==> src/rtl/dm_lsu_ctrl.sv <==
// Load/store initiator: turns one CPU memory request at a time into SRAM port
// activity and returns aligned, extended load data or an access error.
module dm_lsu_ctrl #(
  parameter int ADDR_W = 14
) (
  input  logic              clk,
  input  logic              rst,
  input  logic              req_valid,
  output logic              req_ready,
  input  logic              req_we,
  input  logic [2:0]        req_funct3,
  input  logic [31:0]       req_addr,
  input  logic [31:0]       req_wdata,
  output logic              resp_valid,
  input  logic              resp_ready,
  output logic [31:0]       resp_rdata,
  output logic              resp_err,
  output logic              DM_WEB,
  output logic [31:0]       DM_BWEB,
  output logic [ADDR_W-1:0] DM_A,
  output logic [31:0]       DM_DI,
  input  logic [31:0]       DM_DO
);

  typedef enum logic [1:0] {IDLE, RD, RESP} state_t;

  state_t      state_q;
  logic [1:0]  off_q;
  logic [2:0]  f3_q;
  logic [31:0] rdata_q;
  logic        err_q;

  logic        accept;
  logic        is_half;
  logic        is_word;
  logic        f3_ok;
  logic        req_err;
  logic [7:0]  byte_sel;
  logic [15:0] half_sel;
  logic [31:0] load_d;
  logic        unused_addr;

  assign unused_addr = ^{req_addr[31:ADDR_W+2]};

  assign req_ready  = (state_q == IDLE);
  assign resp_valid = (state_q == RESP);
  assign resp_rdata = rdata_q;
  assign resp_err   = err_q;
  assign accept     = req_valid && (state_q == IDLE);

  // funct3[1:0] encodes access size for both loads and stores
  assign is_half = (req_funct3[1:0] == 2'b01);
  assign is_word = (req_funct3[1:0] == 2'b10);

  always_comb begin
    f3_ok = 1'b0;
    if (req_we) begin
      f3_ok = (req_funct3 == 3'd0) || (req_funct3 == 3'd1) || (req_funct3 == 3'd2);
    end else begin
      f3_ok = (req_funct3 == 3'd0) || (req_funct3 == 3'd1) || (req_funct3 == 3'd2) ||
              (req_funct3 == 3'd4) || (req_funct3 == 3'd5);
    end
  end

  assign req_err = !f3_ok || (is_half && req_addr[0]) || (is_word && (req_addr[1:0] != 2'b00));

  // SRAM port is only driven while a legal request is being accepted
  always_comb begin
    DM_WEB  = 1'b1;
    DM_BWEB = 32'hFFFF_FFFF;
    DM_A    = '0;
    DM_DI   = 32'h0;
    if (accept && !req_err) begin
      DM_A = req_addr[ADDR_W+1:2];
      if (req_we) begin
        DM_WEB = 1'b0;
        case (req_funct3[1:0])
          2'b00: begin
            DM_DI   = {4{req_wdata[7:0]}};
            DM_BWEB = ~(32'h0000_00FF << {req_addr[1:0], 3'b000});
          end
          2'b01: begin
            DM_DI   = {2{req_wdata[15:0]}};
            DM_BWEB = ~(32'h0000_FFFF << {req_addr[1], 4'b0000});
          end
          default: begin
            DM_DI   = req_wdata;
            DM_BWEB = 32'h0;
          end
        endcase
      end
    end
  end

  assign byte_sel = DM_DO[{off_q, 3'b000} +: 8];
  assign half_sel = off_q[1] ? DM_DO[31:16] : DM_DO[15:0];

  always_comb begin
    load_d = DM_DO;
    case (f3_q)
      3'd0:    load_d = {{24{byte_sel[7]}}, byte_sel};
      3'd1:    load_d = {{16{half_sel[15]}}, half_sel};
      3'd4:    load_d = {24'h0, byte_sel};
      3'd5:    load_d = {16'h0, half_sel};
      default: load_d = DM_DO;
    endcase
  end

  always_ff @(posedge clk or negedge rst) begin
    if (!rst) begin
      state_q <= IDLE;
      off_q   <= 2'b00;
      f3_q    <= 3'd0;
      rdata_q <= 32'h0;
      err_q   <= 1'b0;
    end else begin
      case (state_q)
        IDLE: begin
          if (accept) begin
            off_q <= req_addr[1:0];
            f3_q  <= req_funct3;
            if (req_err || req_we) begin
              rdata_q <= 32'h0;
              err_q   <= req_err;
              state_q <= RESP;
            end else begin
              state_q <= RD;
            end
          end
        end
        RD: begin
          rdata_q <= load_d;
          err_q   <= 1'b0;
          state_q <= RESP;
        end
        RESP: begin
          if (resp_ready) begin
            state_q <= IDLE;
          end
        end
        default: state_q <= IDLE;
      endcase
    end
  end

endmodule
==> config.mk <==
export PLATFORM = sky130hd
export DESIGN_NAME = dm_lsu_ctrl
export DESIGN_NICKNAME = d
export VERILOG_FILES = /design/src/rtl/dm_lsu_ctrl.sv
export SDC_FILE = /design/constraint.sdc
export NUM_CORES = 1
export LEC_CHECK = 0
export ABC_CLOCK_PERIOD_IN_PS = 5680
export CAP_MARGIN = 10
export CORE_ASPECT_RATIO = 2
export CORE_MARGIN = 2
export CORE_UTILIZATION = 38
export CTS_BUF_LIST = sky130_fd_sc_hd__clkbuf_4
export DETAILED_ROUTE_END_ITERATION = 10
export PLACE_DENSITY = 0.89
export SLEW_MARGIN = 0
export SYNTH_ARGS = -nofsm -noshare
export SYNTH_HDL_FRONTEND = slang
export SYNTH_SLANG_ARGS = --single-unit
==> constraint.sdc <==
create_clock -name clk -period 5.68 [get_ports clk]
set_input_delay 0.852 -clock clk [delete_from_list [all_inputs] [get_ports clk]]
set_output_delay 0.852 -clock clk [all_outputs]
set_load 0.01 [all_outputs]
==> results of run 1 <==
==> critical path: stages <==
cell and delay, ns:
clkdlybuf4s50_1 0.69, a221oi_1 0.54, o21a_4 0.31, and2_4 0.20, o21ai_0 0.38, clkdlybuf4s50_1 0.63
==> power by group through the flow <==
stage	combinational (uW)	sequential, uW	clock, uW
6_report	433	383	190
5_1_grt	463	389	206
3_3_place_gp	426	385	0
3_5_place_dp	430	387	0
2_1_floorplan	236	370	0
4_1_cts	433	381	195
==> cell type report <==
cell class / count / area, sq um
Antenna cell: 1 / 2.502
Clock buffer: 5 / 37.54
Clock inverter: 3 / 42.54
Fill cell: 644 / 2753
Inverter: 6 / 22.52
Multi-Input combinational cell: 224 / 1539
Sequential cell: 40 / 1001
Tap cell: 94 / 117.6
Timing Repair Buffer: 204 / 2029
==> per-layer routing <==
layer  vias to the layer above  GRT usage [%]
met2                       198          43.20
li1                       1477              -
met4                         0          11.40
met1                      1480          27.76
met3                        25          9.131
met5                         -              0
==> worst max path at each step <==
stage / to / slack (ns)
finish: DM_BWEB[21] / 1.23
global route: DM_BWEB[17] / 1.02
CTS: DM_BWEB[21] / 1.18
floorplan: DM_BWEB[10] / 2.72
detailed placement: DM_BWEB[21] / 1.18
global placement: DM_BWEB[16] / 1.25
==> flip-flops by register name, summed over array words and instances, names as in the netlist <==
name	flops
state_q	2
f3_q	3
resp_err	1
resp_rdata	32
off_q	2
==> metrics by stage <==
stage / utilization, % / hold slack [ns]
2_1_floorplan: - / 0.5190
3_5_place_dp: 62.42 / 0.4821
3_3_place_gp: 62.42 / 0.4764
6_report: 63.52 / 0.5097
4_1_cts: 63.48 / 0.5147
5_1_grt: 63.52 / 0.5309
==> placed cells by master (no fill, tap or decap), types with 3 or more instances in the layout <==
cell and instances:
nor3b_1 3, clkbuf_4 5, nor2_1 33, nand2b_1 5, buf_4 3, mux2i_1 25, dfrtp_1 40, inv_1 5
a21oi_2 3, a22o_1 8, o2bb2ai_1 9, and2_1 14, a2bb2oi_1 7, o21ai_0 16, and3_1 9, o221ai_1 8
nand2_1 22, a21oi_1 17, clkdlybuf4s50_1 200, a221o_1 16, o22ai_1 7
==> logic make-up (layout without fill, tap and decap cells) <==
logic type,count (synthesis),in the layout,synth area share [%]
AO/OA/AOI/OAI,100,100,26.02
AND/OR/NAND/NOR,96,96,16.59
buffers and inverters,60,218,12.99
flip-flops,40,40,34.29
multiplexers,28,28,10.12
other,0,1,0
==> results.sh, run 1 <==
export IMPL_top_layer_used="met4"
export IMPL_h_tree_depth=2
export IMPL_cts_sinks=40
export IMPL_cts_clk_slew_worst_paths_ns=0.13
export IMPL_swShare_pct=34.75
export IMPL_netlist_instances=324
export IMPL_ys_warn_count=0
export IMPL_crit_type="primary input to output pin"
export IMPL_pre_cts_ws_ns=1.185
export IMPL_min_period_ns=4.445
export IMPL_hold_viol=0
export IMPL_fin_cells=577
export IMPL_synth_edf_count=0
export IMPL_max_freq_ghz=0.2250
export IMPL_clock_skew_ns=0.01816
export IMPL_endpoint_kind="output pin"
export IMPL_cts_tree="yes"
export IMPL_viasPerCell=5.511
export IMPL_finalInstanceArea_sq_um=4792
export IMPL_power_density_nw_per_um2=210.0
export IMPL_grt_max_degree=41
export IMPL_grt_ovfl_total=0
export IMPL_dp_hpwl_microns=8587
export IMPL_leakage_uw=0.001957
export IMPL_placed_area_sq_um=4710
export IMPL_synthArstFlopShare_pct=100.0
export IMPL_start_util_pct=38.69
export IMPL_vdd_drop_max_mv=0.09671
export IMPL_io_buffers=201
export IMPL_worstPathRequired_ns=4.83
export IMPL_synth_area_leaders="dfrtp_1 34%, mux2i_1 8.6%, buf_4 7.2%"
export IMPL_relSlewSlack_pct=27.00
export IMPL_period_share_pct=78.26
export IMPL_synth_top_area_share_pct=34.29
export IMPL_clkPwrFrac_pct=18.9
export IMPL_power_switching_uw=349.7
export IMPL_crit_fanout=24
export IMPL_finalSetupTns_ns=0
export IMPL_post_cts_buffers=0
export IMPL_syn_num_nets=428
export IMPL_dr_pass1_iters=4
export IMPL_synth_most_common_cell="dfrtp_1"
export IMPL_cap_viol_max_count=0
export IMPL_grtUsageTotal_pct=25.42
export IMPL_met1Wirelength_microns=3742
export IMPL_postRouteAntennaNets=0
export IMPL_ys_types=41
export IMPL_min_from="resp_rdata[6]"
export IMPL_cts_max_path_buffers=2
export IMPL_p_seq_share_pct=38.0
export IMPL_cts_buffers=5
export IMPL_tightestPinTransition_ns=1.084
export IMPL_worst_setup_path_start_kind="primary input"
export IMPL_dp_cells=568
export IMPL_r2r_end="resp_rdata[10]"
export IMPL_route_met2_wl_microns=5429
export IMPL_ys_seq_area_share_pct=34.29
export IMPL_finalPower_uw=1006
export IMPL_drtIter0Drc=281
export IMPL_cts_hold_buf=0
export IMPL_ys_top_cells_by_count="40 x dfrtp_1, 33 x nor2_1, 28 x buf_4"
export IMPL_fp_dieArea_sq_um=8442
export IMPL_drc=0
export IMPL_critPathArrivalTime_ns=3.59
export IMPL_whs_path_depth=1
export IMPL_routed_via_count=3180
export IMPL_fin_nets=585
export IMPL_rows=45
export IMPL_timing_rr_start="off_q[1]"
export IMPL_status="finished, final reports clean"
export IMPL_min_to="resp_rdata[6]"
export IMPL_syn_to_final_growth_pct=64.17
export IMPL_clk_latency_ns=0.38
export IMPL_layout_drive_gt1_share_pct=5.187
export IMPL_crit_start="req_funct3[0]"
export IMPL_r2r_cells=4
export IMPL_synth_seq_cells=40
export IMPL_cts_root_buffer="clkbuf_4"
export IMPL_route_detailed_wl_per_inst_microns=18.84
export IMPL_gp_congestion=0.9541
export IMPL_finalSetupViolations=0
export IMPL_die_h_microns=128.0
export IMPL_routed_wl_microns=10870
export IMPL_rsz0062_at_grt="no"
export IMPL_avgSynthCellArea_sq_um=9.009
export IMPL_pwr_share_comb_pct=43.1
export IMPL_die_x_microns=65.98
export IMPL_grt_pass1_vias=3153
export IMPL_ys_flop_type="dfrtp_1"
export IMPL_grt_pass1_wl_microns=16110
export IMPL_r2r_slack_ns=3.49
export IMPL_hp_class="flip-flop to flip-flop"
export IMPL_final_max_slew_viol_count=0
export IMPL_io_pins=218
export IMPL_synth_top_area_cell="dfrtp_1"
export IMPL_p_int_uw=656.5
export IMPL_fin_ws_ns=1.235
export IMPL_mappedNetlistArea_sq_um=2919
export IMPL_cts_resized=0
export IMPL_antenna_found_initial=1
export IMPL_route_met3_wl_microns=1300
export IMPL_core_sq_um=7545
No activity file was read; power rests on OpenSTA's default activity.
==> inputs of run 2 (changes only) <==
- ABC_CLOCK_PERIOD_IN_PS: 5680 -> 3800
- CORE_UTILIZATION: 38 -> 32
- PLACE_DENSITY: 0.89 -> 0.79
- clock period: 5.68 -> 3.8 ns (I/O delays scaled with it)
==> run 2 against run 1 <==
Against the previous run:
- sequential share of layout area decreased by 0.24 points
- clock-buffer cell count did not move
- register-to-register slack lost 2.0 ns
- critical endpoint is now DM_DI[16]
==> results.sh, run 2 (synthesized netlist as in run 1, its figures left out) <==
export IMPL_status="finished, final reports clean"
export IMPL_cts_sinks=40
export IMPL_period_share_pct=94.71
export IMPL_core_sq_um=8951
export IMPL_routed_via_count=3195
export IMPL_critPathMaxStageDelay_ns=0.57
export IMPL_grt_pass1_vias=3353
export IMPL_max_freq_ghz=0.2779
export IMPL_cts_hold_buf=0
export IMPL_fp_dieArea_sq_um=9948
export IMPL_crit_type="primary input to output pin"
export IMPL_dp_hpwl_microns=8601
export IMPL_fin_nets=592
export IMPL_postRouteAntennaNets=0
export IMPL_final_cell_mix="200 x clkdlybuf4s50_1, 40 x dfrtp_1, 33 x nor2_1"
export IMPL_final_max_slew_viol_count=0
export IMPL_final_common_cell="clkdlybuf4s50_1"
export IMPL_syn_to_final_growth_pct=66.05
export IMPL_multiInputGateArea_sq_um=1539
export IMPL_worst_setup_path_start_kind="primary input"
export IMPL_clock_skew_ns=0.02497
export IMPL_regArea_sq_um=1001
export IMPL_diodes=0
export IMPL_h_tree_depth=2
export IMPL_cts_buffers=5
export IMPL_gp_congestion=0.8416
export IMPL_fin_ws_ns=0.2012
export IMPL_pre_cts_ws_ns=0.1940
export IMPL_grt_busiest_layer="met2"
export IMPL_endpoint_kind="output pin"
export IMPL_largest_reg_flops=32
export IMPL_clk_latency_ns=0.36
export IMPL_grt_use_met3_pct=6.613
export IMPL_drtIter0Drc=269
export IMPL_cts_clk_slew_worst_paths_ns=0.14
export IMPL_route_detailed_wl_per_inst_microns=18.24
export IMPL_viasPerCell=5.406
export IMPL_vdd_drop_max_mv=0.1746
export IMPL_power_density_nw_per_um2=309.5
export IMPL_min_period_ns=3.599
export IMPL_finalSetupTns_ns=0
export IMPL_start_util_pct=32.61
export IMPL_critPathArrivalTime_ns=3.03
export IMPL_cpMostUsedCell="clkdlybuf4s50_1"
export IMPL_cts_root_buffer="clkbuf_4"
export IMPL_grtUsageMet2_pct=39.42
export IMPL_fill_cells=811
export IMPL_grt_pass1_wl_microns=16970
export IMPL_routed_wl_microns=10780
export IMPL_layout_drive_gt1_share_pct=6.135
export IMPL_die_x_microns=71.54
export IMPL_rsz0062_at_grt="no"
export IMPL_die_h_microns=139.1
export IMPL_hp_class="primary input to asynchronous set/reset pin"
export IMPL_dr_pass1_iters=4
export IMPL_relSlewSlack_pct=24.01
export IMPL_grtUsageTotal_pct=21.38
export IMPL_tightestPinTransition_ns=1.136
export IMPL_leakage_uw=0.001990
export IMPL_cts_tree="yes"
export IMPL_hold_viol=0
export IMPL_finalSetupViolations=0
export IMPL_grt_max_degree=41
export IMPL_post_cts_buffers=0
export IMPL_io_pins=218
export IMPL_grt_use_met1_pct=22.27
export IMPL_cts_max_path_buffers=2
export IMPL_drc=0
export IMPL_path_cells="clkdlybuf4s50_1 > a221oi_1 > o21a_4 > and2_4 > inv_2 > buf_4 > nor2_1 > clkdlybuf4s50_1"
export IMPL_io_buffers=201
export IMPL_antenna_found_initial=0
export IMPL_cts_resized=0
export IMPL_cp_slowest_cell="clkdlybuf4s50_1"
export IMPL_crit_fanout=19
export IMPL_cap_viol_max_count=0
export IMPL_rows=49
export IMPL_worstPathRequired_ns=3.23
export IMPL_grt_ovfl_total=0
-- run 2: cell count changes in the layout (fill, tap and decap cells not counted) --
cell        change
clkinvlp_4      -1
clkinv_1        +2
buf_4           +7
diode_2         -1
clkinv_2        -1
-- run 2: final timing paths --
path | from | to | slack, ns | cells past startpoint
max | req_funct3[0] | DM_DI[16] | 0.20 | 8
min | rst | resp_rdata[19] | 0.31 | 1
max reg2reg | off_q[1] | resp_rdata[30] | 1.54 | 4
min reg2reg | resp_rdata[15] | resp_rdata[15] | 0.50 | 1
max in group asynchronous | rst | resp_rdata[11] | 2.92 | 1
min in group clk | resp_rdata[15] | resp_rdata[15] | 0.50 | 1
-- run 2: area by class of cell --
class | count | share of cell area, %
multi-input cells | 224 | 31.75
clock inverters | 3 | 0.7744
repair buffers | 211 | 42.95
clock buffers | 5 | 0.7744
flip-flops and latches | 40 | 20.65
well taps | 102 | 2.633
inverters | 6 | 0.4646
-- run 2: report_power, final --
group          internal (uW)  leakage (uW)  switching, uW  total [uW]
clock network            135     0.0000403            142         276
logic                    365       0.00141            289         654
registers                486      0.000539           83.7         570
total                    986       0.00199            514        1500
-- run 2: through the flow --
step | instances | instance area, sq um | total power (uW) | hold WS, ns | util [%]
floorplan | 324 | 2919 | 906.2 | 0.2744 | -
global placement | 583 | 4772 | 1215 | 0.4769 | 53.31
detailed placement | 583 | 4772 | 1231 | 0.4767 | 53.31
CTS | 591 | 4847 | 1506 | 0.3411 | 54.15
global route | 591 | 4847 | 1582 | 0.3871 | 54.15
finish | 591 | 4847 | 1500 | 0.3087 | 54.15
-- run 2: layer usage --
| metal | wire (microns) | up-vias | part of all wire [%] |
|---|---|---|---|
| met1 | 3697 | 1492 | 34 |
| li1 | - | 1494 | - |
| met3 | 1129 | 25 | 10 |
| met4 | 288 | 0 | 2.7 |
| met2 | 5667 | 184 | 53 |
| met5 | 0 | - | 0 |
-- run 2: worst max-delay path, delay by kind of cell --
kind                   cells  cell delay [ns]
buffers and inverters      4             1.49
AOI/OAI and AO/OA          2             0.68
and+or+nand+nor            2             0.29
==> inputs of run 3 (changes only) <==
- CORE_MARGIN: 2 -> 5
==> run 3 against run 2 <==
Against the previous run:
- global-route usage fell by 2.1 points
- via count rose by 0.44%
- critical path depth shrank 2
- register-to-register slack gained 0.06 ns
- maximum frequency up 5.1%
- combinational power shrank 0.8%
- highest routed layer unchanged
==> results.sh, run 3 (synthesized netlist as in run 1, its figures left out) <==
export IMPL_hp_class="primary input to asynchronous set/reset pin"
export IMPL_crit_start="req_funct3[1]"
export IMPL_clk_latency_ns=0.34
export IMPL_finalInstanceArea_sq_um=4802
export IMPL_antenna_found_initial=1
export IMPL_cts_sinks=40
export IMPL_timing_rr_start="off_q[1]"
export IMPL_route_detailed_wl_per_inst_microns=18.94
export IMPL_drtIter0Drc=203
export IMPL_worstPathRequired_ns=3.23
export IMPL_io_pins=218
export IMPL_cts_root_buffer="clkbuf_4"
export IMPL_fill_cells=819
export IMPL_die_h_microns=145.1
export IMPL_cts_max_path_buffers=2
export IMPL_placed_area_sq_um=4750
export IMPL_cap_viol_max_count=0
export IMPL_clkPwrFrac_pct=14.5
export IMPL_largest_reg_flops=32
export IMPL_routed_via_count=3209
export IMPL_post_cts_buffers=0
export IMPL_min_period_ns=3.424
export IMPL_gp_congestion=0.8877
export IMPL_r2r_slack_ns=1.60
export IMPL_r2r_end="resp_rdata[11]"
export IMPL_die_x_microns=77.54
export IMPL_rows=49
export IMPL_drc=0
export IMPL_pwr_share_comb_pct=45.6
export IMPL_p_seq_share_pct=39.9
export IMPL_crit_type="primary input to output pin"
export IMPL_hold_viol=0
export IMPL_critPathMaxStageDelay_ns=0.59
export IMPL_fin_nets=589
export IMPL_endpoint="DM_DI[15]"
export IMPL_power_switching_uw=508.3
export IMPL_endpoint_kind="output pin"
export IMPL_clock_skew_ns=0.005632
export IMPL_cp_slowest_cell="clkdlybuf4s50_1"
export IMPL_period_share_pct=90.10
export IMPL_syn_to_final_growth_pct=64.51
export IMPL_grtUsageTotal_pct=19.33
export IMPL_critPathArrivalTime_ns=2.85
export IMPL_dp_hpwl_microns=9137
export IMPL_p_int_uw=915.5
export IMPL_fp_dieArea_sq_um=11250
export IMPL_cts_clk_slew_worst_paths_ns=0.12
export IMPL_path_cells="clkdlybuf4s50_1 > buf_4 > nor2_1 > nand2_1 > a21oi_2 > clkdlybuf4s50_1"
export IMPL_viasPerCell=5.457
export IMPL_crit_fanout=30
export IMPL_worst_setup_path_start_kind="primary input"
export IMPL_cts_hold_buf=0
export IMPL_vdd_drop_max_mv=0.1441
export IMPL_r2r_cells=4
export IMPL_grt_pass1_wl_microns=17560
export IMPL_layout_drive_gt1_share_pct=5.773
export IMPL_routed_wl_microns=11130
export IMPL_io_buffers=201
export IMPL_postRouteAntennaNets=0
export IMPL_dr_pass1_iters=4
export IMPL_final_max_slew_viol_count=0
export IMPL_grt_ovfl_total=0
export IMPL_swShare_pct=35.70
export IMPL_final_cell_mix="200 x clkdlybuf4s50_1, 40 x dfrtp_1, 33 x nor2_1"
export IMPL_rsz0062_at_grt="no"
export IMPL_grt_max_degree=41
export IMPL_h_tree_depth=2
export IMPL_leakage_uw=0.001963
export IMPL_cts_resized=0
export IMPL_status="finished, final reports clean"
export IMPL_max_freq_ghz=0.2921
export IMPL_tightestPinTransition_ns=1.027
export IMPL_cts_buffers=5
export IMPL_multiInputGateArea_sq_um=1539
export IMPL_power_density_nw_per_um2=296.5
export IMPL_cts_tree="yes"
export IMPL_relSlewSlack_pct=31.30
export IMPL_final_common_cell="clkdlybuf4s50_1"
export IMPL_regArea_sq_um=1001
export IMPL_start_util_pct=32.61
export IMPL_finalSetupViolations=0
export IMPL_cpMostUsedCell="clkdlybuf4s50_1"
export IMPL_core_sq_um=8951
export IMPL_grt_pass1_vias=3417
export IMPL_finalSetupTns_ns=0
[run 3: through the flow]
stage / instances / power (uW) / setup WS (ns) / hold slack (ns) / utilization (%)
after floorplan: 324 / 906.2 / 1.401 / 0.2744 / -
final: 588 / 1424 / 0.3761 / 0.3308 / 53.65
after global routing: 588 / 1516 / 0.1639 / 0.4009 / 53.65
after CTS: 587 / 1437 / 0.3313 / 0.3425 / 53.62
after global placement: 580 / 1213 / 0.3831 / 0.4757 / 53.06
after detailed placement: 580 / 1227 / 0.3479 / 0.4771 / 53.06
[run 3: area by class of cell]
cell class                      instances  share of cell area [%]
Sequential cell                        40                   20.84
Clock buffer                            5                  0.7817
Multi-Input combinational cell        224                   32.05
Clock inverter                          2                  0.2606
Antenna cell                            1                 0.05211
Inverter                                6                  0.4690
Timing Repair Buffer                  208                   42.89
Tap cell                              102                   2.658
[run 3: worst min path at each step]
stage / endpoint / slack, ns / cells past startpoint
global route: resp_rdata[16] / 0.40 / 1
finish: resp_rdata[16] / 0.33 / 1
floorplan: f3_q[0] / 0.27 / 0
CTS: resp_rdata[16] / 0.34 / 1
detailed placement: resp_rdata[1] / 0.48 / 1
global placement: resp_rdata[7] / 0.48 / 1
[run 3: critical path: cells and delay by family]
family / cells / cell delay, ns
and+or+nand+nor: 2 / 0.65
buffers and inverters: 3 / 1.49
AOI/OAI and AO/OA: 1 / 0.13
[run 3: layer usage]
metal	vias up	wire (microns)	global-route usage, %
met4	0	573	9.983
met3	32	770	4.467
li1	1479	-	-
met2	187	5917	35.85
met5	-	0	0
met1	1511	3873	19.30
[run 3: power groups by stage]
stage / clock network (uW) / logic (uW) / registers (uW)
after CTS: 214 / 656 / 567
after floorplan: 0 / 353 / 553
final: 207 / 649 / 568
after detailed placement: 0 / 652 / 575
after global routing: 232 / 705 / 579
after global placement: 0 / 641 / 572
